`config.mk`:
```
export PLATFORM = sky130hd
export DESIGN_NAME = debounce_edge_detect
export DESIGN_NICKNAME = d
export VERILOG_FILES = /design/src/rtl/debounce_edge_detect.sv
export SDC_FILE = /design/constraint.sdc
export NUM_CORES = 1
export LEC_CHECK = 0
export CORE_AREA = 2 2 39 41
export DETAILED_ROUTE_END_ITERATION = 8
export DIE_AREA = 0 0 41 43
export PLACE_DENSITY_LB_ADDON = 0.05
export RECOVER_POWER = 100
export SKIP_LAST_GASP = 1
export SLEW_MARGIN = 15
export SYNTH_ARGS = -nofsm -noshare
export SYNTH_HDL_FRONTEND = slang
export SYNTH_SLANG_ARGS = --single-unit
```
`constraint.sdc`:
```
create_clock -name clk -period 3 [get_ports clk]
set_input_delay 0.6 -clock clk [delete_from_list [all_inputs] [get_ports clk]]
set_output_delay 0.6 -clock clk [all_outputs]
set_load 0.02 [all_outputs]
```
`src/rtl/debounce_edge_detect.sv`:
```
// Two-flop synchroniser followed by a four-state stability filter.
// Emits the clean level plus one-cycle rise/fall strobes.
module debounce_edge_detect #(
  parameter int STABLE_CYCLES = 4,
  parameter int CNT_W         = 4
) (
  input  logic clk,
  input  logic reset_n,
  input  logic d,
  output logic q,
  output logic rise,
  output logic fall,
  output logic busy
);

  localparam logic [1:0] IDLE_LOW  = 2'd0;
  localparam logic [1:0] WAIT_HIGH = 2'd1;
  localparam logic [1:0] IDLE_HIGH = 2'd2;
  localparam logic [1:0] WAIT_LOW  = 2'd3;

  localparam logic [CNT_W-1:0] CNT_ZERO = {CNT_W{1'b0}};
  localparam logic [CNT_W-1:0] CNT_ONE  = {{(CNT_W-1){1'b0}}, 1'b1};
  localparam logic [CNT_W-1:0] CNT_LAST = CNT_W'(STABLE_CYCLES - 1);

  logic             s1_q, s2_q;
  logic [1:0]       state_q, state_d;
  logic [CNT_W-1:0] cnt_q, cnt_d;
  logic             level_q, level_d;
  logic             rise_q, rise_d;
  logic             fall_q, fall_d;
  logic             busy_q, busy_d;

  // Next-state logic: a bounce in a WAIT state drops back to the originating IDLE state.
  always_comb begin
    state_d = state_q;
    cnt_d   = cnt_q;
    level_d = level_q;
    rise_d  = 1'b0;
    fall_d  = 1'b0;
    case (state_q)
      IDLE_LOW: begin
        if (s2_q) begin
          state_d = WAIT_HIGH;
          cnt_d   = CNT_ONE;
        end else begin
          state_d = IDLE_LOW;
          cnt_d   = CNT_ZERO;
        end
      end
      WAIT_HIGH: begin
        if (!s2_q) begin
          state_d = IDLE_LOW;
          cnt_d   = CNT_ZERO;
        end else if (cnt_q == CNT_LAST) begin
          state_d = IDLE_HIGH;
          cnt_d   = CNT_ZERO;
          level_d = 1'b1;
          rise_d  = 1'b1;
        end else begin
          cnt_d   = cnt_q + CNT_ONE;
        end
      end
      IDLE_HIGH: begin
        if (!s2_q) begin
          state_d = WAIT_LOW;
          cnt_d   = CNT_ONE;
        end else begin
          state_d = IDLE_HIGH;
          cnt_d   = CNT_ZERO;
        end
      end
      WAIT_LOW: begin
        if (s2_q) begin
          state_d = IDLE_HIGH;
          cnt_d   = CNT_ZERO;
        end else if (cnt_q == CNT_LAST) begin
          state_d = IDLE_LOW;
          cnt_d   = CNT_ZERO;
          level_d = 1'b0;
          fall_d  = 1'b1;
        end else begin
          cnt_d   = cnt_q + CNT_ONE;
        end
      end
      default: begin
        state_d = IDLE_LOW;
        cnt_d   = CNT_ZERO;
        level_d = 1'b0;
      end
    endcase
    busy_d = (state_d == WAIT_HIGH) || (state_d == WAIT_LOW);
  end

  // Synchroniser, FSM and output registers with synchronous active-low reset.
  always_ff @(posedge clk) begin
    if (!reset_n) begin
      s1_q    <= 1'b0;
      s2_q    <= 1'b0;
      state_q <= IDLE_LOW;
      cnt_q   <= CNT_ZERO;
      level_q <= 1'b0;
      rise_q  <= 1'b0;
      fall_q  <= 1'b0;
      busy_q  <= 1'b0;
    end else begin
      s1_q    <= d;
      s2_q    <= s1_q;
      state_q <= state_d;
      cnt_q   <= cnt_d;
      level_q <= level_d;
      rise_q  <= rise_d;
      fall_q  <= fall_d;
      busy_q  <= busy_d;
    end
  end

  assign q    = level_q;
  assign rise = rise_q;
  assign fall = fall_q;
  assign busy = busy_q;

endmodule

```
==> results of run 1 <==
==> cells by family after synthesis <==
| logic type | count (synthesis) | share of synthesized area (%) |
|---|---|---|
| buffers and inverters | 3 | 3.75 |
| AND/OR/NAND/NOR | 16 | 22.5 |
| XOR/XNOR | 2 | 4.38 |
| flip-flops | 11 | 55.0 |
| AO/OA/AOI/OAI | 4 | 6.25 |
| multiplexers | 2 | 5.00 |
| adder cells (fa/ha/maj) | 1 | 3.12 |
==> registers in the layout, indices dropped and copies added, names as in the netlist <==
name	flops
q	1
s2_q	1
fall	1
s1_q	1
cnt_q	4
rise	1
state_q	2
==> cell type report <==
cell class                      count  area [µm²]
Timing Repair Buffer                6        60.1
Sequential cell                    11         220
Multi-Input combinational cell     25         165
Tap cell                           16        20.0
Clock buffer                        4        26.3
Inverter                            2        7.51
Fill cell                         146         885
==> worst max path at each step <==
| stage | start | endpoint | slack, ps |
|---|---|---|---|
| 6_report | state_q[0] | busy | 1070 |
| 5_1_grt | cnt_q[0] | q | 980 |
| 4_1_cts | state_q[0] | busy | 1120 |
| 3_5_place_dp | cnt_q[0] | q | 1160 |
| 3_3_place_gp | cnt_q[0] | q | 1210 |
| 2_1_floorplan | cnt_q[0] | q | 1730 |
==> power groups by stage <==
stage	clock [mW]	sequential (mW)	combinational [mW]
global placement	0	0.155	0.0139
CTS	0.107	0.151	0.0139
detailed placement	0	0.155	0.0139
global route	0.115	0.152	0.0138
finish	0.104	0.151	0.0126
floorplan	0	0.156	0.00443
==> metal layers <==
metal	GRT usage (%)	vias up	wire, µm
li1	-	146	-
met1	10.5	125	285
met2	9.06	8	253
met3	3.14	5	40
met4	10.0	0	34
met5	0	-	0
==> synth_stat cells, drive strengths merged <==
master and n:
dfxtp 11, and3 1, nand3b 1, xor2 2, and2b 1, and2 2, buf 1, nand2b 1
nand3 2, nor4bb 1, nor2 3, a21oi 1, nor3 1, nor2b 1, a211oi 1, inv 2
o21ai 1, a21boi 1, mux2i 2, nand2 2, ha 1
==> out/metrics.yaml, run 1 <==
cells_and_area:
  final_nets: 53
  final-instance-count-excl-fill: 64
  final_area_um2: 499
  layout_common_cells: "dfxtp_1 (11), dlygate4sd3_1 (5), nor2_1 (3), clkbuf_4 (3)"
  areaGrowthSynthToFinish_pct: 24.7
  diodes: 0
  final_common_cell: "dfxtp_1"
  drive_gt1_share_pct: 6.25
  final_core_utilization_pct: 36.1
power:
  total_power_mw: 0.267
  leakagePower_nw: 0.197
  p_per_area_nw_per_um2: 536
  pwr-share-seq_pct: 56.6
  p_int_mw: 0.208
  p_sw_share_pct: 22.4
  ir_drop_mv: 0.177
  switching_power_mw: 0.0599
  p_comb_share_pct: 4.7
  clockPowerShare_pct: 38.7
cts:
  htreeDepth: 1
  cts_resized: 0
  clkLatencyLatePin_ps: 280
  cts_buffer_depth: 2
  holdBufCountCts: 0
  cts_sinks: 11
  clock-root-buffer: "clkbuf_4"
  cts_tree: "done"
  path_clk_slew_ps: 70
  postCtsSetupRepairBufs: 0
  cts_buffers: 3
logic_synthesis:
  netlist_instances: 39
  ys_seq_area_share_pct: 55.0
  synth_top_cell_area_share_pct: 55.0
  ys_ff_latch: 11
  synth_cell_types: 21
  synthTopCellsByArea: "dfxtp_1 (55%), mux2i_1 (5.0%), xor2_1 (4.4%)"
  synth_top_area_cell: "dfxtp_1"
  synth_fp_nets: 43
  synth_warnings: 0
  netlist_area_um2: 400
  syn_area_per_cell_um2: 10.3
floorplanning:
  row_count: 14
  die_h_um: 43
  die_x_um: 41
  die_area_um2: 1760
  ioPinCount: 7
  initial_core_util_pct: 28.9
  core_area_um2: 1380
setup_path:
  rr_endpoint: "q"
  timing_worst_setup_path_type: "reg2out"
  worstSetupEndpointType: "primary output"
  rr_worst_depth: 4
  worst-path-buf-inv: 1
  crit_chain: "dlygate4sd3_1"
  critical_path.max_stage_delay_ps: 690
  r2r-start: "cnt_q[0]"
  crit_arrival_ps: 1330
  cp_num_cells: 1
  ff2ff_setup_slack_ps: 1180
  cpMaxStageDelayCell: "dlygate4sd3_1"
  crit_family: "buffers and inverters"
  startpoint_type: "flip-flop"
  crit_path_max_fanout: 4
  critPathRequiredTime_ps: 2400
sta:
  slew_viol_final: 0
  fin_tns_setup_ps: 0
  slew_headroom_pct: 37.0
  tightest_slew_ps: 932
  final-hold-violation-count: 0
  fin_crit_ps: 1930
  clock.fmax_mhz: 518
  period_share_pct: 64.3
  setup_viol: 0
  setup_ws_ps: 1070
  holdWs_ps: 448
  worst_clock_skew_ps: 5.07
  rsz0062_at_grt: "false"
worst_hold_path:
  hold_path_depth: 1
  worstHoldEndpoint: "s2_q"
  worstHoldPathType: "reg2reg"
  hold_start: "s1_q"
routing:
  drtIter0Drc: 1
  antenna_left: 0
  drt-wirelength-per-cell_um: 9.58
  via_per_inst: 4.44
  num_vias: 284
  routed_wl_um: 613
  firstDrtPassIters: 4
  route.detailed.drc: 0
placed_design:
  hpwl_um: 445
  numPortBuffers: 6
  place.gp.congestion: 0.681
  pre_cts_slack_ps: 1160
  dp.cells: 60
  dpl_cell_area_um2: 473
run:
  cap_violations: 0
grt:
  first_global_vias: 234
  grt_pass1_wl_um: 883
  grt_max_degree: 9
  overflow: 0
  grt.total_usage_pct: 8.28
  antenna_found_initial: 0
run_status:
  status: "finished, final reports clean"
No activity file was read; power rests on OpenSTA's default activity.
==> inputs of run 2 (changes only) <==
clock period = 1.96 ns   (was 3 ns; I/O delays follow)
==> run 2 against run 1 <==
Sequential power rose by 54%. Flip-flop and latch count did not move. Non-clock buffer count is 1 higher. First-iteration DRC count did not move. Setup slack lost 830 ps. Largest cell class unchanged. Hold slack got worse by 7.0 ps. Utilization rose by 0.36 points. Die area unchanged. Via count rose by 7.4%. Largest power group unchanged. Clock-buffer cell count decreased by 1. Global-route usage is 1.6 points higher.
==> out/metrics.yaml, run 2 (synthesized netlist as in run 1, its figures left out) <==
run_status:
  status: "finished, final reports clean"  # unchanged
sta:
  slew_headroom_pct: 80.5  # was 37.0%
  clock.fmax_mhz: 582
  slew_viol_final: 0  # unchanged
  final-hold-violation-count: 0  # unchanged
  worst_clock_skew_ps: 7.62  # was 5.07 ps
  rsz0062_at_grt: "false"  # unchanged
  setup_ws_ps: 241  # was 1070 ps
  fin_tns_setup_ps: 0  # unchanged
  setup_viol: 0  # unchanged
  tightest_slew_ps: 292  # was 932 ps
  fin_crit_ps: 1720
  period_share_pct: 87.7
cells_and_area:
  final_common_cell: "dfxtp_1"  # unchanged
  reg_top3: "cnt_q x4, state_q x2"  # unchanged
  diodes: 0  # unchanged
  top_register: "cnt_q"  # unchanged
  layout_common_cells: "dfxtp_1 (11), dlygate4sd3_1 (5), nor2_1 (3), clkbuf_4 (3)"  # unchanged
  n_fill_cell: 142  # was 146
  final-instance-count-excl-fill: 65  # was 64
  final_area_um2: 504  # was 499 µm²
  largest_register_ffs: 4  # unchanged
  final_nets: 54  # was 53
  areaGrowthSynthToFinish_pct: 25.9  # was 24.7%
  drive_gt1_share_pct: 8.16  # was 6.25%
  final_core_utilization_pct: 36.4  # was 36.1%
power:
  clockPowerShare_pct: 38.5  # was 38.7%
  p_comb_share_pct: 4.7  # about the same
  p_int_mw: 0.314  # was 0.208 mW
  p_per_area_nw_per_um2: 810  # was 536 nW/µm²
  p_sw_share_pct: 23.1  # was 22.4%
  leakagePower_nw: 0.201  # was 0.197 nW
  pwr-share-seq_pct: 56.7  # was 56.6%
  ir_drop_mv: 0.258  # was 0.177 mV
  switching_power_mw: 0.0944  # was 0.0599 mW
cts:
  cts_sinks: 11  # unchanged
  clkLatencyLatePin_ps: 270  # was 280 ps
  cts_tree: "done"  # unchanged
  clock-root-buffer: "clkbuf_4"  # unchanged
  path_clk_slew_ps: 80  # was 70 ps
  cts_buffer_depth: 2  # unchanged
  cts_resized: 0  # unchanged
  holdBufCountCts: 0  # unchanged
  postCtsSetupRepairBufs: 0  # unchanged
  cts_buffers: 3  # unchanged
  htreeDepth: 1  # unchanged
floorplanning:
  row_count: 14  # unchanged
  initial_core_util_pct: 28.9  # unchanged
  die_h_um: 43  # unchanged
  core_area_um2: 1380  # unchanged
  die_area_um2: 1760  # unchanged
  die_x_um: 41  # unchanged
  ioPinCount: 7  # unchanged
setup_path:
  cpMaxStageDelayCell: "dlygate4sd3_1"  # unchanged
  worst-path-buf-inv: 1  # unchanged
  startpoint_type: "flip-flop"  # unchanged
  crit_chain: "dlygate4sd3_1"  # unchanged
  crit_family: "buffers and inverters"  # unchanged
  crit_arrival_ps: 1330  # about the same
  worstSetupEndpointType: "primary output"  # unchanged
  timing_worst_setup_path_type: "reg2out"  # unchanged
  critical_path.max_stage_delay_ps: 680  # was 690 ps
  rr_worst_depth: 5  # was 4
  cp_num_cells: 1  # unchanged
  crit_path_max_fanout: 4  # unchanged
  critPathRequiredTime_ps: 1570  # was 2400 ps
routing:
  drtIter0Drc: 1  # unchanged
  top_layer: "met4"  # unchanged
  route.detailed.drc: 0  # unchanged
  via_per_inst: 4.69  # was 4.44
  num_vias: 305  # was 284
  dr_wl_met2_um: 364  # was 253 µm
  drt-wirelength-per-cell_um: 11.2  # was 9.58 µm
  routed_wl_um: 726  # was 613 µm
  antenna_left: 0  # unchanged
  drt-met1-wl_um: 318  # was 285 µm
  wl_met3_um: 27  # was 40 µm
  firstDrtPassIters: 3  # was 4
worst_hold_path:
  worstHoldPathType: "reg2reg"  # unchanged
  hold_path_depth: 1  # unchanged
grt:
  grt_pass1_wl_um: 1070  # was 883 µm
  first_global_vias: 267  # was 234
  antenna_found_initial: 0  # unchanged
  grt_max_degree: 9  # unchanged
  overflow: 0  # unchanged
  grt.total_usage_pct: 9.90  # was 8.28%
placed_design:
  place.gp.congestion: 0.687  # was 0.681
  dpl_cell_area_um2: 480  # was 473 µm²
  numPortBuffers: 6  # unchanged
  dp.cells: 61  # was 60
  hpwl_um: 541  # was 445 µm
  pre_cts_slack_ps: 563  # was 1160 ps
run:
  cap_violations: 0  # unchanged
==> run 2: worst paths after layout <==
| kind | startpoint | end | slack, ps |
|---|---|---|---|
| setup reg to reg | cnt_q[0] | q | 370 |
| hold / removal | s1_q | s2_q | 440 |
| hold reg to reg | s1_q | s2_q | 440 |
| setup / recovery | state_q[0] | busy | 240 |
==> run 2: cell type report <==
type                       count  area, µm²  area share [%]
clock buffer                   3       22.5            4.47
clock inverter                 1       5.00           0.993
inverter                       2       7.51            1.49
multi-input combinational     25        165            32.8
sequential                    11        220            43.7
tap                           16       20.0            3.97
timing repair buffer           7       63.8            12.7
==> run 2: worst reg2reg max path, stage by stage (launching register included) <==
cell and delay (ps):
dfxtp_1 370, ha_1 200, nor4bb_1 280, clkbuf_1 290
mux2i_1 230, a21boi_0 90
==> run 2: per-layer routing <==
| metal | up-vias | track usage, % |
|---|---|---|
| met1 | 143 | 10.5 |
| met3 | 4 | 3.14 |
| li1 | 151 | - |
| met5 | - | 0 |
| met4 | 0 | 10.0 |
| met2 | 7 | 14.1 |
==> run 2: stage by stage <==
stage          total power, mW  hold slack, ps
6_report                 0.409             441
5_1_grt                  0.422             452
4_1_cts                  0.414             448
3_5_place_dp             0.258             427
3_3_place_gp             0.258             432
2_1_floorplan            0.246             412
==> run 2: power by group through the flow <==
stage	Clock, mW	Combinational (mW)	Sequential [mW]
floorplan	0	0.00678	0.239
global placement	0	0.0208	0.237
detailed placement	0	0.0213	0.237
CTS	0.161	0.0214	0.232
global route	0.168	0.0214	0.232
finish	0.157	0.0194	0.232
